<file path="src/rtl/display_pkg.sv">
// Shared definitions for the segment-display front panel: status encoding,
// button indices and small helpers used by display_speed_ctrl.
package display_pkg;

  // Status code consumed by the segment-display datapath.
  typedef enum logic [1:0] {
    ST_LOW   = 2'd0,
    ST_MID   = 2'd1,
    ST_HIGH  = 2'd2,
    ST_PAUSE = 2'd3
  } status_t;

  // Controller state; the encoding is identical to status_t so it drives status directly.
  typedef enum logic [1:0] {
    S_LOW   = 2'd0,
    S_MID   = 2'd1,
    S_HIGH  = 2'd2,
    S_PAUSE = 2'd3
  } state_t;

  localparam int NUM_BTN   = 4;
  localparam int BTN_UP    = 0;
  localparam int BTN_DOWN  = 1;
  localparam int BTN_PAUSE = 2;
  localparam int BTN_STEP  = 3;

  localparam logic [1:0] SPD_MAX = 2'd2;

  function automatic int unsigned ms_to_cycles(input int unsigned clk_freq,
                                               input int unsigned ms);
    return clk_freq / 1000 * ms;
  endfunction

  function automatic logic [1:0] spd_up(input logic [1:0] spd);
    return (spd >= SPD_MAX) ? SPD_MAX : spd + 2'd1;
  endfunction

  function automatic logic [1:0] spd_down(input logic [1:0] spd);
    return (spd == 2'd0) ? 2'd0 : spd - 2'd1;
  endfunction

  function automatic logic [3:0] to_led(input logic [1:0] code);
    return 4'b0001 << code;
  endfunction

endpackage

</file>
<file path="src/rtl/btn_debounce.sv">
// One push-button channel: 2-flop synchroniser, stability counter and a
// single-cycle pulse on each accepted 0->1 transition.
module btn_debounce #(
  parameter int unsigned DB_CYCLES = 4
) (
  input  logic clk,
  input  logic rst_n,
  input  logic btn,
  output logic level,
  output logic press
);

  localparam int CW = (DB_CYCLES > 1) ? $clog2(DB_CYCLES) : 1;
  localparam logic [CW-1:0] CNT_LAST = CW'(DB_CYCLES - 1);

  logic [1:0]    sync_reg;
  logic          level_reg;
  logic          press_reg;
  logic [CW-1:0] cnt_reg;

  // The accepted level flips on the edge where the synced level has
  // differed for DB_CYCLES consecutive samples.
  always_ff @(posedge clk or negedge rst_n) begin
    if (!rst_n) begin
      sync_reg  <= 2'b00;
      level_reg <= 1'b0;
      press_reg <= 1'b0;
      cnt_reg   <= '0;
    end else begin
      sync_reg  <= {sync_reg[0], btn};
      press_reg <= 1'b0;
      if (sync_reg[1] == level_reg) begin
        cnt_reg <= '0;
      end else if (cnt_reg == CNT_LAST) begin
        cnt_reg   <= '0;
        level_reg <= sync_reg[1];
        press_reg <= sync_reg[1];
      end else begin
        cnt_reg <= cnt_reg + 1'b1;
      end
    end
  end

  assign level = level_reg;
  assign press = press_reg;

endmodule

</file>
<file path="src/rtl/display_speed_ctrl.sv">
// Front-panel speed/pause controller for the segment display.
// Optional step auto-repeat in PAUSE: define DISPLAY_SPEED_CTRL_REPEAT_EN.
module display_speed_ctrl
  import display_pkg::*;
#(
  parameter int unsigned CLK_FREQ    = 100_000_000,
  parameter int unsigned DEBOUNCE_MS = 20,
  parameter int unsigned REPEAT_MS   = 250
) (
  input  logic       clk,
  input  logic       rst_n,
  input  logic       btn_up,
  input  logic       btn_down,
  input  logic       btn_pause,
  input  logic       btn_step,
  output logic [1:0] status,
  output logic       step_pulse,
  output logic [3:0] mode_led
);

  localparam int unsigned DB_CYCLES = ms_to_cycles(CLK_FREQ, DEBOUNCE_MS);

  logic [NUM_BTN-1:0] btn_raw;
  logic [NUM_BTN-1:0] btn_level;
  logic [NUM_BTN-1:0] btn_press;

  assign btn_raw[BTN_UP]    = btn_up;
  assign btn_raw[BTN_DOWN]  = btn_down;
  assign btn_raw[BTN_PAUSE] = btn_pause;
  assign btn_raw[BTN_STEP]  = btn_step;

  generate
    for (genvar gi = 0; gi < NUM_BTN; gi++) begin : g_db
      btn_debounce #(
        .DB_CYCLES(DB_CYCLES)
      ) u_db (
        .clk  (clk),
        .rst_n(rst_n),
        .btn  (btn_raw[gi]),
        .level(btn_level[gi]),
        .press(btn_press[gi])
      );
    end
  endgenerate

  state_t     state_reg, state_next;
  logic [1:0] saved_reg, saved_next;
  logic       step_reg, step_next;
  logic [3:0] led_reg, led_next;
  logic       rpt_fire;

`ifdef DISPLAY_SPEED_CTRL_REPEAT_EN
  localparam int unsigned RPT_CYCLES = ms_to_cycles(CLK_FREQ, REPEAT_MS);
  localparam int RW = (RPT_CYCLES > 1) ? $clog2(RPT_CYCLES) : 1;
  localparam logic [RW-1:0] RPT_LAST = RW'(RPT_CYCLES - 1);

  logic [RW-1:0] rpt_cnt_reg, rpt_cnt_next;

  // Counts only while paused with step held; the press itself restarts it.
  always_comb begin
    rpt_fire     = 1'b0;
    rpt_cnt_next = '0;
    if (state_reg == S_PAUSE && btn_level[BTN_STEP] && !btn_press[BTN_STEP]) begin
      if (rpt_cnt_reg == RPT_LAST) begin
        rpt_fire = 1'b1;
      end else begin
        rpt_cnt_next = rpt_cnt_reg + 1'b1;
      end
    end
  end

  always_ff @(posedge clk or negedge rst_n) begin
    if (!rst_n) begin
      rpt_cnt_reg <= '0;
    end else begin
      rpt_cnt_reg <= rpt_cnt_next;
    end
  end
`else
  assign rpt_fire = 1'b0;
`endif

  logic unused_ok;
  assign unused_ok = &{1'b0, btn_level, REPEAT_MS[0]};

  // One winner per cycle: pause > up > down > step.
  always_comb begin
    state_next = state_reg;
    saved_next = saved_reg;
    step_next  = 1'b0;
    if (btn_press[BTN_PAUSE]) begin
      if (state_reg == S_PAUSE) begin
        state_next = state_t'(saved_reg);
      end else begin
        saved_next = state_reg;
        state_next = S_PAUSE;
      end
    end else if (btn_press[BTN_UP]) begin
      if (state_reg == S_PAUSE) begin
        saved_next = spd_up(saved_reg);
      end else begin
        state_next = state_t'(spd_up(state_reg));
      end
    end else if (btn_press[BTN_DOWN]) begin
      if (state_reg == S_PAUSE) begin
        saved_next = spd_down(saved_reg);
      end else begin
        state_next = state_t'(spd_down(state_reg));
      end
    end else if (btn_press[BTN_STEP]) begin
      step_next = (state_reg == S_PAUSE);
    end
    if (rpt_fire && !btn_press[BTN_PAUSE]) begin
      step_next = 1'b1;
    end
    led_next = to_led(state_next);
  end

  always_ff @(posedge clk or negedge rst_n) begin
    if (!rst_n) begin
      state_reg <= S_LOW;
      saved_reg <= 2'd0;
      step_reg  <= 1'b0;
      led_reg   <= 4'b0001;
    end else begin
      state_reg <= state_next;
      saved_reg <= saved_next;
      step_reg  <= step_next;
      led_reg   <= led_next;
    end
  end

  assign status     = state_reg;
  assign step_pulse = step_reg;
  assign mode_led   = led_reg;

endmodule

</file>
<file path="config.mk">
export PLATFORM = sky130hd
export DESIGN_NAME = display_speed_ctrl
export DESIGN_NICKNAME = d
export VERILOG_FILES = /design/src/rtl/display_pkg.sv /design/src/rtl/btn_debounce.sv /design/src/rtl/display_speed_ctrl.sv
export SDC_FILE = /design/constraint.sdc
export NUM_CORES = 1
export LEC_CHECK = 0
export CORE_MARGIN = 2
export CORE_UTILIZATION = 30
export CTS_CLUSTER_SIZE = 25
export DETAILED_ROUTE_END_ITERATION = 7
export HOLD_SLACK_MARGIN = 0.02
export PLACE_DENSITY_LB_ADDON = 0.25
export SLEW_MARGIN = 40
export SYNTH_ARGS = -nofsm -noshare
export SYNTH_HDL_FRONTEND = slang
export SYNTH_SLANG_ARGS = --single-unit
</file>
<file path="constraint.sdc">
create_clock -name clk -period 2.6 [get_ports clk]
set_input_delay 0.65 -clock clk [delete_from_list [all_inputs] [get_ports clk]]
set_output_delay 0.65 -clock clk [all_outputs]
set_load 0.03 [all_outputs]
</file>
Word-level counts from Yosys, hierarchy flattened --
Cells that the tools add are included.
Word-level totals: register bits after elaboration 109, output and inout bits 7, logic and storage cells 91
Operators by class: add/sub/neg operators 8, $lt $le $gt $ge 2, equality and inequality tests 12, shift-type cells 1, muxes and demuxes 36, bitwise gates (word level) 4, reductions and logical operators 8
Operators by type and width (number):
- $mux 21 | 8
- $add 21x1->21 const B | 4
- $eq 21x21->1 const B | 4
- $mux 2 | 16
- $mux 1 | 12
- $reduce_and 2->1 | 4
- $ne 3x2->1 const B | 2
- $add 2x1->2 const B | 2
- $eq 1x1->1 | 4
- $ge 2x2->1 const B | 2
- $logic_not 2->1 | 2
- $not 1->1 | 4
- $reduce_and 4->1 | 1
- $shl 1x2->4 const A | 1
- $sub 2x1->2 const B | 2
- $reduce_bool 3->1 | 1
- $eq 2x2->1 const B | 1
- $ne 2x2->1 const B | 1

Depth between registers and ports, before layout --
Gate-level depths: netlist of run 1.
depth in word-level cells 7, gate-level depth with buffers 7, gate-level depth less buffers 6

By module --
Synthesis of run 1 repeated with hierarchy kept, for this count alone.
Second synthesis, totals: cells, all modules 531, area total of the unflattened synthesis 5401.4 um^2
By module, submodules not included:
- btn_debounce | instances 4, cells each 120, area each 1211.2 um^2, seq. area each 625.6 um^2
- display_speed_ctrl | instances 1, cells each 51, area each 556.8 um^2, seq. area each 226.5 um^2

Worst setup path after synthesis of run 1 --
No wires, ideal clock.
path type register to register, start reg g_db[1].u_db.cnt_reg[7], end reg g_db[1].u_db.level_reg, arrival time 1921 ps, setup slack 555 ps, stages on the path, launching flop included 5, path buffers 0, clock period less this slack 2045 ps, path through dfrtp_1 > or4bb_1 > or4_1 > nor2_1 > mux2_2
Between the ends: cells in the longest elaborated chain, start to end 2
Ends and longest elaborated chain:
- start, declared | RTL line btn_debounce.sv:19 | logic [CW-1:0] cnt_reg;
- start signal, assigned | RTL line btn_debounce.sv:39 | cnt_reg <= cnt_reg + 1'b1;
- $eq 21x21->1 | RTL line btn_debounce.sv:34 | end else if (cnt_reg == CNT_LAST) begin
- $reduce_and 2->1 (no source line)
- end signal, assigned | RTL line btn_debounce.sv:36 | level_reg <= sync_reg[1];
- end, declared | RTL line btn_debounce.sv:17 | logic level_reg;
Every way passes these cells. A chain may end at the register's enable or synchronous reset.

Worst setup path after layout of run 1 --
start reg g_db[1].u_db.cnt_reg[7], end reg g_db[1].u_db.cnt_reg[17]
Between the ends: cells in the longest elaborated chain, start to end 3, elaborated cells on any way between the ends 4, those cells by class add/sub (1); eq/ne (1); mux (2)
Ends and longest elaborated chain:
- $add 21x1->21 / $eq 21x21->1 (equally long branches) | RTL line btn_debounce.sv:39, btn_debounce.sv:34
- $mux 21 (*) | RTL line btn_debounce.sv:34
- $mux 21 (*) | RTL line btn_debounce.sv:32 | if (sync_reg[1] == level_reg) begin
Mark *: on every way between the ends. The rest lies on a longest branch, timed or not.

==> results.md, run 1 <==
* All-Layer GR Usage at between 10% and 20%
* DP HPWL at around 7000 µm
* Hold slack at around 0.22 ns
* Clock transition at path regs at 0.07 ns
* Actual slew at the worst max-slew pin at 0.491 ns
* CP max stage delay at around 0.58 ns
* First-pass GRT wire length at about 18000 µm
* Max H-tree Level at 3
* CTS Buf Count at 9
* Drt pass-1 iters at 4
* CP max stage cell: or4_1
* Final instance area at 5920 µm²
* Max Cap Violations at 0
* Die ar. at 18600 µm²
* Vias in the first global route at ~3.7k
* Post-route DRC at 0
* Final hold viol count at 0
* Gr ovfl total at 0
* Routability Congestion at around 0.78
* Final Setup Violations at 0
* Synth cell types at 43
* Mapped Area at between 5000 and 6000 µm²
* Share of cells above drive strength 1 at under 10%
* RSZ-0062 raised after global routing: no
* Max_slew headroom at 67.2%
* Nets@finish at between 500 and 600
* Syn nets at 532
* IR Drop Worst-Case VDD at between 0.0003 and 0.0004 V
* Antenna-violating nets left at 0
* CTS tree: built
* Area leader, netlist: dfrtp_1
* Yosys warnings at 0
* Req. time, crit path at between 2 and 3 ns
* Initial antenna violation count at 0
* Synth area leaders: dfrtp_1, nor2_1, xor2_1, xnor2_1, a21oi_1
* Status: finished clean
* CP Launch Type: flip-flop
* Final Util at about a third
* Number of flip-flops under the largest register name at 84
* Core area at ~17000 µm²
* N_diodes at 0
* Mean post-synth cell area at 10.1 µm²
* Routed len/inst at approximately 13 µm
* Crit Path Class: reg2reg
* Pin count of the biggest net entering global routing at 48
* Setup TNS at 0 ns
* I/O Pins at 13
* Clk_lat worst skew at 0.35 ns
* Vias/cell at ~5.0
* Syn Inst Count at 519
* Dpl ws at between 0.4 and 0.5 ns
* Die W at between 100 and 150 µm
* # port buffers at 12
* Via Count at around 3.8k
* P&R area growth vs syn at 12.6%
* Layout Skew at around 0.0064 ns
* Tmin final at 2.20 ns
* Crit path cell chain: or4bb_1, or4_1, o21bai_4, a21oi_1
* Vert. Die Dim at ~140 µm
* CP Data Arrival Time at between 2 and 2.5 ns
* Clock root cell: clkbuf_16
* Power Dens Cells at 530 nW/µm²
* Final wirelength at around 9900 µm
* Post-CTS sizing at 0
* Clock sink count at between 100 and 150
* Seq/Total Area, Yosys at about half
* Hold Buf Count CTS at 0
* Worst min-delay path class: in2async
* Final Max Tran Viols at 0
* Worst reg2reg path depth at 4
* Fmax at between 400 and 500 MHz
* Setup bufs post-CTS at 0
* Critical path peak fanout at 19
* #FFs+latches synth at between 100 and 150
* Setup WS post-layout at approximately 0.40 ns
* Detailed Route Iter0 Violations at about 160
* Cell Area, Placed at 5650 µm²
* CTS Buffer Depth at 2
* Synth top area share at a little over 50%
* # rows at 48
* Crit. End Element: flip-flop
* Leakage power at 2.35 nW
* Initial Util at 30.5%
* Final worst-path cycle share at 84.6%
## cell type report
cell class                 instances  area [µm²]
fill                            1729       11300
sequential                       109        2730
multi-input combinational        382        2400
tap                              225         282
clock buffer                       9         225
timing repair buffer              17         180
inverter                          14        52.6
clock inverter                     6        47.5
## worst paths after layout
kind                                           from  slack [ns]                        to
max                         g_db[1].u_db.cnt_reg[7]        0.40  g_db[1].u_db.cnt_reg[17]
min                                           rst_n        0.22        g_db[2].u_db.level
max reg2reg                 g_db[1].u_db.cnt_reg[7]        0.40  g_db[1].u_db.cnt_reg[17]
min reg2reg                g_db[2].u_db.sync_reg[0]        0.35  g_db[2].u_db.sync_reg[1]
max in group asynchronous                     rst_n        1.72               mode_led[0]
min in group clk           g_db[2].u_db.sync_reg[0]        0.35  g_db[2].u_db.sync_reg[1]
## cell families after synthesis
logic type | Yosys count | synth area share, %
buffers and inverters | 28 | 2.33
flip-flops | 109 | 51.9
adder cells (fa/ha/maj) | 7 | 1.67
XOR/XNOR | 53 | 8.84
multiplexers | 6 | 1.29
AO/OA/AOI/OAI | 73 | 8.53
AND/OR/NAND/NOR | 243 | 25.4
## cells in the mapped netlist
cell / instances
dfrtp_1: 108
nor2_1: 69
a21oi_1: 32
nand2_1: 32
nand3_1: 32
xor2_1: 27
xnor2_1: 26
o21ai_0: 23
or4_1: 19
nand4_1: 17
or3_1: 15
inv_1: 14
o31ai_1: 12
and4_1: 10
clkbuf_1: 7
ha_1: 7
nor3_1: 7
mux2_2: 6
and2_1: 5
and3_1: 5
buf_2: 5
nor4_1: 5
nand2b_1: 4
or4bb_1: 4
and3b_1: 3
nor2b_1: 3
or3_2: 3
o21bai_4: 2
or2_2: 2
or4b_1: 2
a31o_2: 1
and3_2: 1
and4_2: 1
buf_4: 1
buf_6: 1
dfstp_2: 1
nand4_4: 1
nor3b_1: 1
nor4b_1: 1
o21ai_1: 1
o21ba_2: 1
o31ai_4: 1
or4_4: 1
## cells in the final DEF, fill, tap and decap left out, types with 3 or more instances in the layout
cell type	n
clkbuf_16	9
nor2b_1	3
or4_1	19
and3b_1	3
xnor2_1	26
and2_1	5
nor4_1	5
a21oi_1	32
nand3_1	32
or3_1	15
clkdlybuf4s50_1	11
nand2_1	32
o31ai_1	12
dfrtp_1	108
ha_1	7
nor3_1	7
or4bb_1	4
nand4_1	17
and4_1	10
o21ai_0	23
inv_1	14
xor2_1	27
or3_2	3
mux2_2	6
and3_1	5
nand2b_1	4
buf_4	4
nor2_1	69
## stage by stage
stage               total power, mW  std cells
finish                         3.13        762
global route                   3.29        762
CTS                            3.20        762
detailed placement             1.89        747
global placement               1.88        747
floorplan                      1.82        519
## routing by layer
| layer | vias up | routed length (µm) | global-route usage [%] |
|---|---|---|---|
| met5 | - | 0 | 0 |
| met4 | 0 | 118 | 3.88 |
| met3 | 9 | 317 | 3.36 |
| met2 | 42 | 4650 | 19.2 |
| met1 | 1863 | 4830 | 15.1 |
| li1 | 1871 | - | - |
## where the power goes
part / leakage (nW) / total [mW] / internal (mW) / switching [mW]
Combinational: 0.727 / 0.108 / 0.0365 / 0.0714
Sequential: 1.49 / 1.74 / 1.72 / 0.0240
Clock: 0.132 / 1.29 / 0.654 / 0.633
## worst max-delay path, delay by kind of cell (launching register included)
kind / cells / cell delay (ns)
AOI/OAI and AO/OA: 2 / 0.54
and+or+nand+nor: 2 / 1.08
DFF: 1 / 0.43
Power figures use the tool's default switching activity.
==> run 2, diff against run 1 <==
==> constraint.sdc (replaced) <==
create_clock -name clk -period 2.2 [get_ports clk]
set_input_delay 0.55 -clock clk [delete_from_list [all_inputs] [get_ports clk]]
set_output_delay 0.55 -clock clk [all_outputs]
set_load 0.03 [all_outputs]
==> results.md, run 2 (synthesis results as in run 1) <==
* Dpl ws at 0.0586 ns (-0.344 ns)
* Gr ovfl total at 0 (unchanged)
* Req. time, crit path at 2.44 ns (-0.37 ns)
* Commonest cells after routing, fill and taps aside: dfrtp_1, nor2_1, nand3_1, nand2_1, a21oi_1
* Detailed Route Iter0 Violations at 174 (+7.4%)
* Final wirelength at 10000 µm (+1.3%)
* IR Drop Worst-Case VDD at 0.000376 V (+24%)
* CTS tree: built
* Routability Congestion at 0.721 (-7.0%)
* Final hold viol count at 0 (unchanged)
* Status: finished clean
* Setup WS post-layout at 0.109 ns (-0.293 ns)
* Drt pass-1 iters at 4 (unchanged)
* Max layer used: met4
* Max_slew headroom at 68.0% (+0.80 points)
* Setup TNS at 0 ns (unchanged)
* Clk_lat worst skew at 0.35 ns (about the same)
* RSZ-0062 raised after global routing: no
* Final Max Tran Viols at 0 (unchanged)
* Vert. Die Dim at 136 µm (unchanged)
* Area of the multi-input gates at 2420 µm² (+0.63%)
* Routed len/inst at 12.9 µm (-0.62%)
* CP Data Arrival Time at 2.33 ns (-0.08 ns)
* Initial Util at 30.5% (unchanged)
* Crit. End Element: flip-flop
* # port buffers at 12 (unchanged)
* DP HPWL at 7050 µm (+1.4%)
* CP Launch Type: flip-flop
* Die ar. at 18600 µm² (unchanged)
* Nets@finish at 560 (+2.6%)
* Share of cells above drive strength 1 at 11.1% (+3.2 points)
* Critical path peak fanout at 5 (-14)
* Via Count at 3823 (+1.0%)
* Core area at 17200 µm² (unchanged)
* Fmax at 478 MHz (+5.1%)
* Final Setup Violations at 0 (unchanged)
* Max Cap Violations at 0 (unchanged)
* Met2 WL post-DR at 4750 µm (+2.2%)
* CP max stage cell: or4_1
* # rows at 48 (unchanged)
* Initial antenna violation count at 0 (unchanged)
* P&R area growth vs syn at 15.5%
* Vias/cell at 4.92 (-0.95%)
* CP bufs+invs at 0 (unchanged)
* Crit Path Class: reg2reg
* CTS Buffer Depth at 2 (unchanged)
* Worst min-delay path class: in2async
* N_diodes at 0 (unchanged)
* CTS Buf Count at 9 (unchanged)
* Final Util at 35.2% (+0.87 points)
* Leading cell type in the layout, fill and taps excluded: dfrtp_1
* Antenna-violating nets left at 0 (unchanged)
* Fillers at 1709 (-1.2%)
* Actual slew at the worst max-slew pin at 0.475 ns (-0.0158 ns)
* Pin count of the biggest net entering global routing at 44 (-8.3%)
* Layout Skew at 0.00606 ns (-0.000371 ns)
* Final worst-path cycle share at 95.0% (+10 points)
* Met1 wire length at 4880 µm (+1.1%)
* Leakage power at 2.44 nW (+3.8%)
* Post-route DRC at 0 (unchanged)
* Clock root cell: clkbuf_16
* First-pass GRT wire length at 17600 µm (about the same)
* Clock sink count at 109 (unchanged)
* CP max stage delay at 0.58 ns (about the same)
* Setup bufs post-CTS at 0 (unchanged)
* I/O Pins at 13 (unchanged)
* Top delay family on crit path: simple AND/OR/NAND/NOR gates
* Power Dens Cells at 634 nW/µm² (+20%)
* All-Layer GR Usage at 11.9% (+0.058 points)
* FF/Latch Area at 2730 µm² (unchanged)
* Met3 Wirelength at 274 µm (-14%)
* Die W at 136 µm (unchanged)
* Clock transition at path regs at 0.07 ns (about the same)
* Max H-tree Level at 3 (unchanged)
* Crit path cell chain: or4b_1, or4_1, nor2_2, mux2_2
* Number of flip-flops under the largest register name at 84 (unchanged)
* Tmin final at 2.09 ns (-0.107 ns)
* Vias in the first global route at 3774 (+1.0%)
## run 2: layout make-up
cell class / count / area share (%)
clock buffer: 11 / 4.00
clock inverter: 5 / 0.990
inverter: 14 / 0.866
multi-input combinational: 382 / 39.8
sequential: 109 / 45.0
tap: 225 / 4.64
timing repair buffer: 31 / 4.70
## run 2: metrics by stage
step | std cells | cell area [µm²] | power (mW) | hold slack [ns]
after floorplan | 519 | 5250 | 2.15 | 0.254
after global placement | 761 | 5750 | 2.23 | 0.335
after detailed placement | 761 | 5750 | 2.24 | 0.340
after CTS | 777 | 6050 | 3.92 | 0.161
after global routing | 777 | 6070 | 4.02 | 0.173
final | 777 | 6070 | 3.85 | 0.151
## run 2: timing repair
item	4_1_cts	5_1_grt
setup endpoints to repair	0	12
hold buffers	0	0
resized for setup	0	5
## run 2: worst reg2reg max path: stages, from the launching register on
cell     delay (ns)
dfrtp_1        0.43
or4b_1         0.51
or4_1          0.58
nor2_2         0.13
mux2_2         0.34
## run 2: final timing paths
path | startpoint | to | slack [ns] | cells past startpoint
max in group asynchronous | rst_n | g_db[3].u_db.sync_reg[1] | 1.47 | 2
setup reg to reg | g_db[0].u_db.cnt_reg[13] | g_db[0].u_db.level | 0.11 | 4
setup / recovery | g_db[0].u_db.cnt_reg[13] | g_db[0].u_db.level | 0.11 | 4
hold / removal | rst_n | mode_led[3] | 0.15 | 1
hold reg to reg | g_db[2].u_db.sync_reg[0] | g_db[2].u_db.sync_reg[1] | 0.35 | 0
min in group clk | g_db[2].u_db.sync_reg[0] | g_db[2].u_db.sync_reg[1] | 0.35 | 0
## run 2: where the power goes
part	internal, mW	leakage (nW)	total [mW]	switching, mW
registers	2.03	1.49	2.06	0.0276
clock network	0.917	0.146	1.66	0.739
logic	0.0507	0.803	0.137	0.0859
## run 2: metal layers
layer	track usage [%]	vias up
li1	-	1904
met1	15.0	1866
met2	19.5	42
met3	3.24	11
met4	4.17	0
met5	0	-
==> run 3, diff against run 2 <==
--- a/config.mk
+++ b/config.mk
@@ -10,7 +10,6 @@
 export CTS_CLUSTER_SIZE = 25
 export DETAILED_ROUTE_END_ITERATION = 7
 export HOLD_SLACK_MARGIN = 0.02
-export PLACE_DENSITY_LB_ADDON = 0.25
 export SLEW_MARGIN = 40
 export SYNTH_ARGS = -nofsm -noshare
 export SYNTH_HDL_FRONTEND = slang
==> results.md, run 3 (synthesis results as in run 1) <==
* Clock sink count at 109 (unchanged)
* Nets@finish at 557 (-0.54%)
* Detailed Route Iter0 Violations at 170 (-2.3%)
* Final Setup Violations at 0 (unchanged)
* Routed len/inst at 12.8 µm (-1.1%)
* Power Dens Cells at 616 nW/µm² (-2.9%)
* Die ar. at 18600 µm² (unchanged)
* Hold Buf Count CTS at 0 (unchanged)
* Post-CTS sizing at 0 (unchanged)
* Number of flip-flops under the largest register name at 84 (unchanged)
* Clock root cell: clkbuf_16
* CP Data Arrival Time at 2.38 ns (+0.05 ns)
* Final Max Tran Viols at 0 (unchanged)
* Cell Area, Placed at 5740 µm² (-0.17%)
* Layout Skew at 0.00529 ns (-0.000774 ns)
* R2r setup slk at 0.06 ns (-0.05 ns)
* # rows at 48 (unchanged)
* Vias/cell at 4.86 (-1.3%)
* Crit Path Class: reg2reg
* Leading cell type in the layout, fill and taps excluded: dfrtp_1
* IR Drop Worst-Case VDD at 0.000372 V (-1.1%)
* Hold slack at 0.161 ns (+0.0105 ns)
* Setup bufs post-CTS at 0 (unchanged)
* Fmax at 466 MHz (-2.5%)
* Die W at 136 µm (unchanged)
* RSZ-0062 raised after global routing: no
* Max_slew headroom at 66.3% (-1.7 points)
* Status: finished clean
* Core area at 17200 µm² (unchanged)
* Vias in the first global route at 3836 (+1.6%)
* I/O Pins at 13 (unchanged)
* Gr ovfl total at 0 (unchanged)
* Clk_lat worst skew at 0.35 ns (about the same)
* Via Count at 3760 (-1.6%)
* Vert. Die Dim at 136 µm (unchanged)
* Commonest cells after routing, fill and taps aside: dfrtp_1, nor2_1, nand3_1, nand2_1, a21oi_1
* Reg-to-reg startpoint: g_db[1].u_db.cnt_reg[11]
* FF/Latch Area at 2730 µm² (unchanged)
* Routability Congestion at 0.814 (+13%)
* R2R Path End: g_db[1].u_db.level
* Initial Util at 30.5% (unchanged)
* Final Util at 34.9% (-0.33 points)
* Final instance area at 6010 µm² (-0.93%)
* DP HPWL at 6990 µm (-0.91%)
* Worst min-delay path class: in2async
* Initial antenna violation count at 0 (unchanged)
* P&R area growth vs syn at 14.4%
* Final hold viol count at 0 (unchanged)
* CTS Buffer Depth at 2 (unchanged)
* CP Launch Type: flip-flop
* CTS Buf Count at 9 (unchanged)
* Max Cap Violations at 0 (unchanged)
* Tmin final at 2.14 ns (+0.0535 ns)
* Max H-tree Level at 3 (unchanged)
* Post-route DRC at 0 (unchanged)
* Crit. End Element: flip-flop
* Req. time, crit path at 2.43 ns (about the same)
* First-pass GRT wire length at 17600 µm (about the same)
* Share of cells above drive strength 1 at 9.29% (-1.8 points)
* Actual slew at the worst max-slew pin at 0.502 ns (+0.0269 ns)
* Leakage power at 2.41 nW (-1.2%)
* Area of the multi-input gates at 2400 µm² (-0.62%)
* Setup TNS at 0 ns (unchanged)
* CTS tree: built
* Pin count of the biggest net entering global routing at 37 (-16%)
* N_diodes at 0 (unchanged)
* Drt pass-1 iters at 4 (unchanged)
* Fillers at 1684 (-1.5%)
* Final worst-path cycle share at 97.5% (+2.4 points)
* # port buffers at 12 (unchanged)
* Worst reg2reg path depth at 4 (unchanged)
* Final wirelength at 9900 µm (-1.5%)
* Antenna-violating nets left at 0 (unchanged)
* Critical path peak fanout at 4 (-1)
* Clock transition at path regs at 0.07 ns (about the same)
* All-Layer GR Usage at 11.7% (-0.13 points)
[run 3: cell count changes in the layout (fill, tap and decap cells not counted), moves of 2 or more]
cell      before  now
nor2_1        66   69
buf_4         18   14
nor2_2         3    0
clkbuf_1       1    3
[run 3: worst max-delay path by stage]
stage,startpoint,end,slack (ns),cells past startpoint
floorplan,g_db[1].u_db.cnt_reg[7],g_db[1].u_db.level,0.15,4
global placement,g_db[1].u_db.cnt_reg[11],g_db[1].u_db.level,0.1,4
detailed placement,g_db[1].u_db.cnt_reg[11],g_db[1].u_db.level,0.05,4
CTS,g_db[1].u_db.cnt_reg[11],g_db[1].u_db.level,0.04,4
global route,g_db[1].u_db.cnt_reg[11],g_db[1].u_db.level,0.0001,4
finish,g_db[1].u_db.cnt_reg[11],g_db[1].u_db.level,0.06,4
[run 3: worst max-delay path, cell delays in order, from the launching register on]
cell,delay [ns]
dfrtp_1,0.41
or4bb_1,0.51
or4_1,0.61
nor2_1,0.15
mux2_2,0.35
[run 3: report_power, final]
part	switching (mW)	leakage [nW]	internal [mW]
Clock	0.707	0.130	0.801
Combinational	0.0865	0.788	0.0530
Sequential	0.0279	1.49	2.03
[run 3: through the flow]
stage / worst slack [ns] / cells / power, mW
floorplan: 0.155 / 519 / 2.15
global placement: 0.0974 / 758 / 2.23
detailed placement: 0.0507 / 758 / 2.24
CTS: 0.0428 / 774 / 3.76
global route: 0.000110 / 774 / 3.85
finish: 0.0555 / 774 / 3.70
[run 3: final cells by class]
type	instances	area share [%]
multi-input cells	382	40.0
repair buffers	28	4.58
clock buffers	13	4.16
flip-flops and latches	109	45.4
well taps	225	4.68
inverters	14	0.874
clock inverters	3	0.354
[run 3: routing by layer]
metal	wire (µm)	GRT usage [%]	vias to the layer above
li1	-	-	1896
met2	4720	19.9	39
met3	253	3.09	9
met4	121	3.59	0
met5	0	0	-
met1	4800	14.6	1816
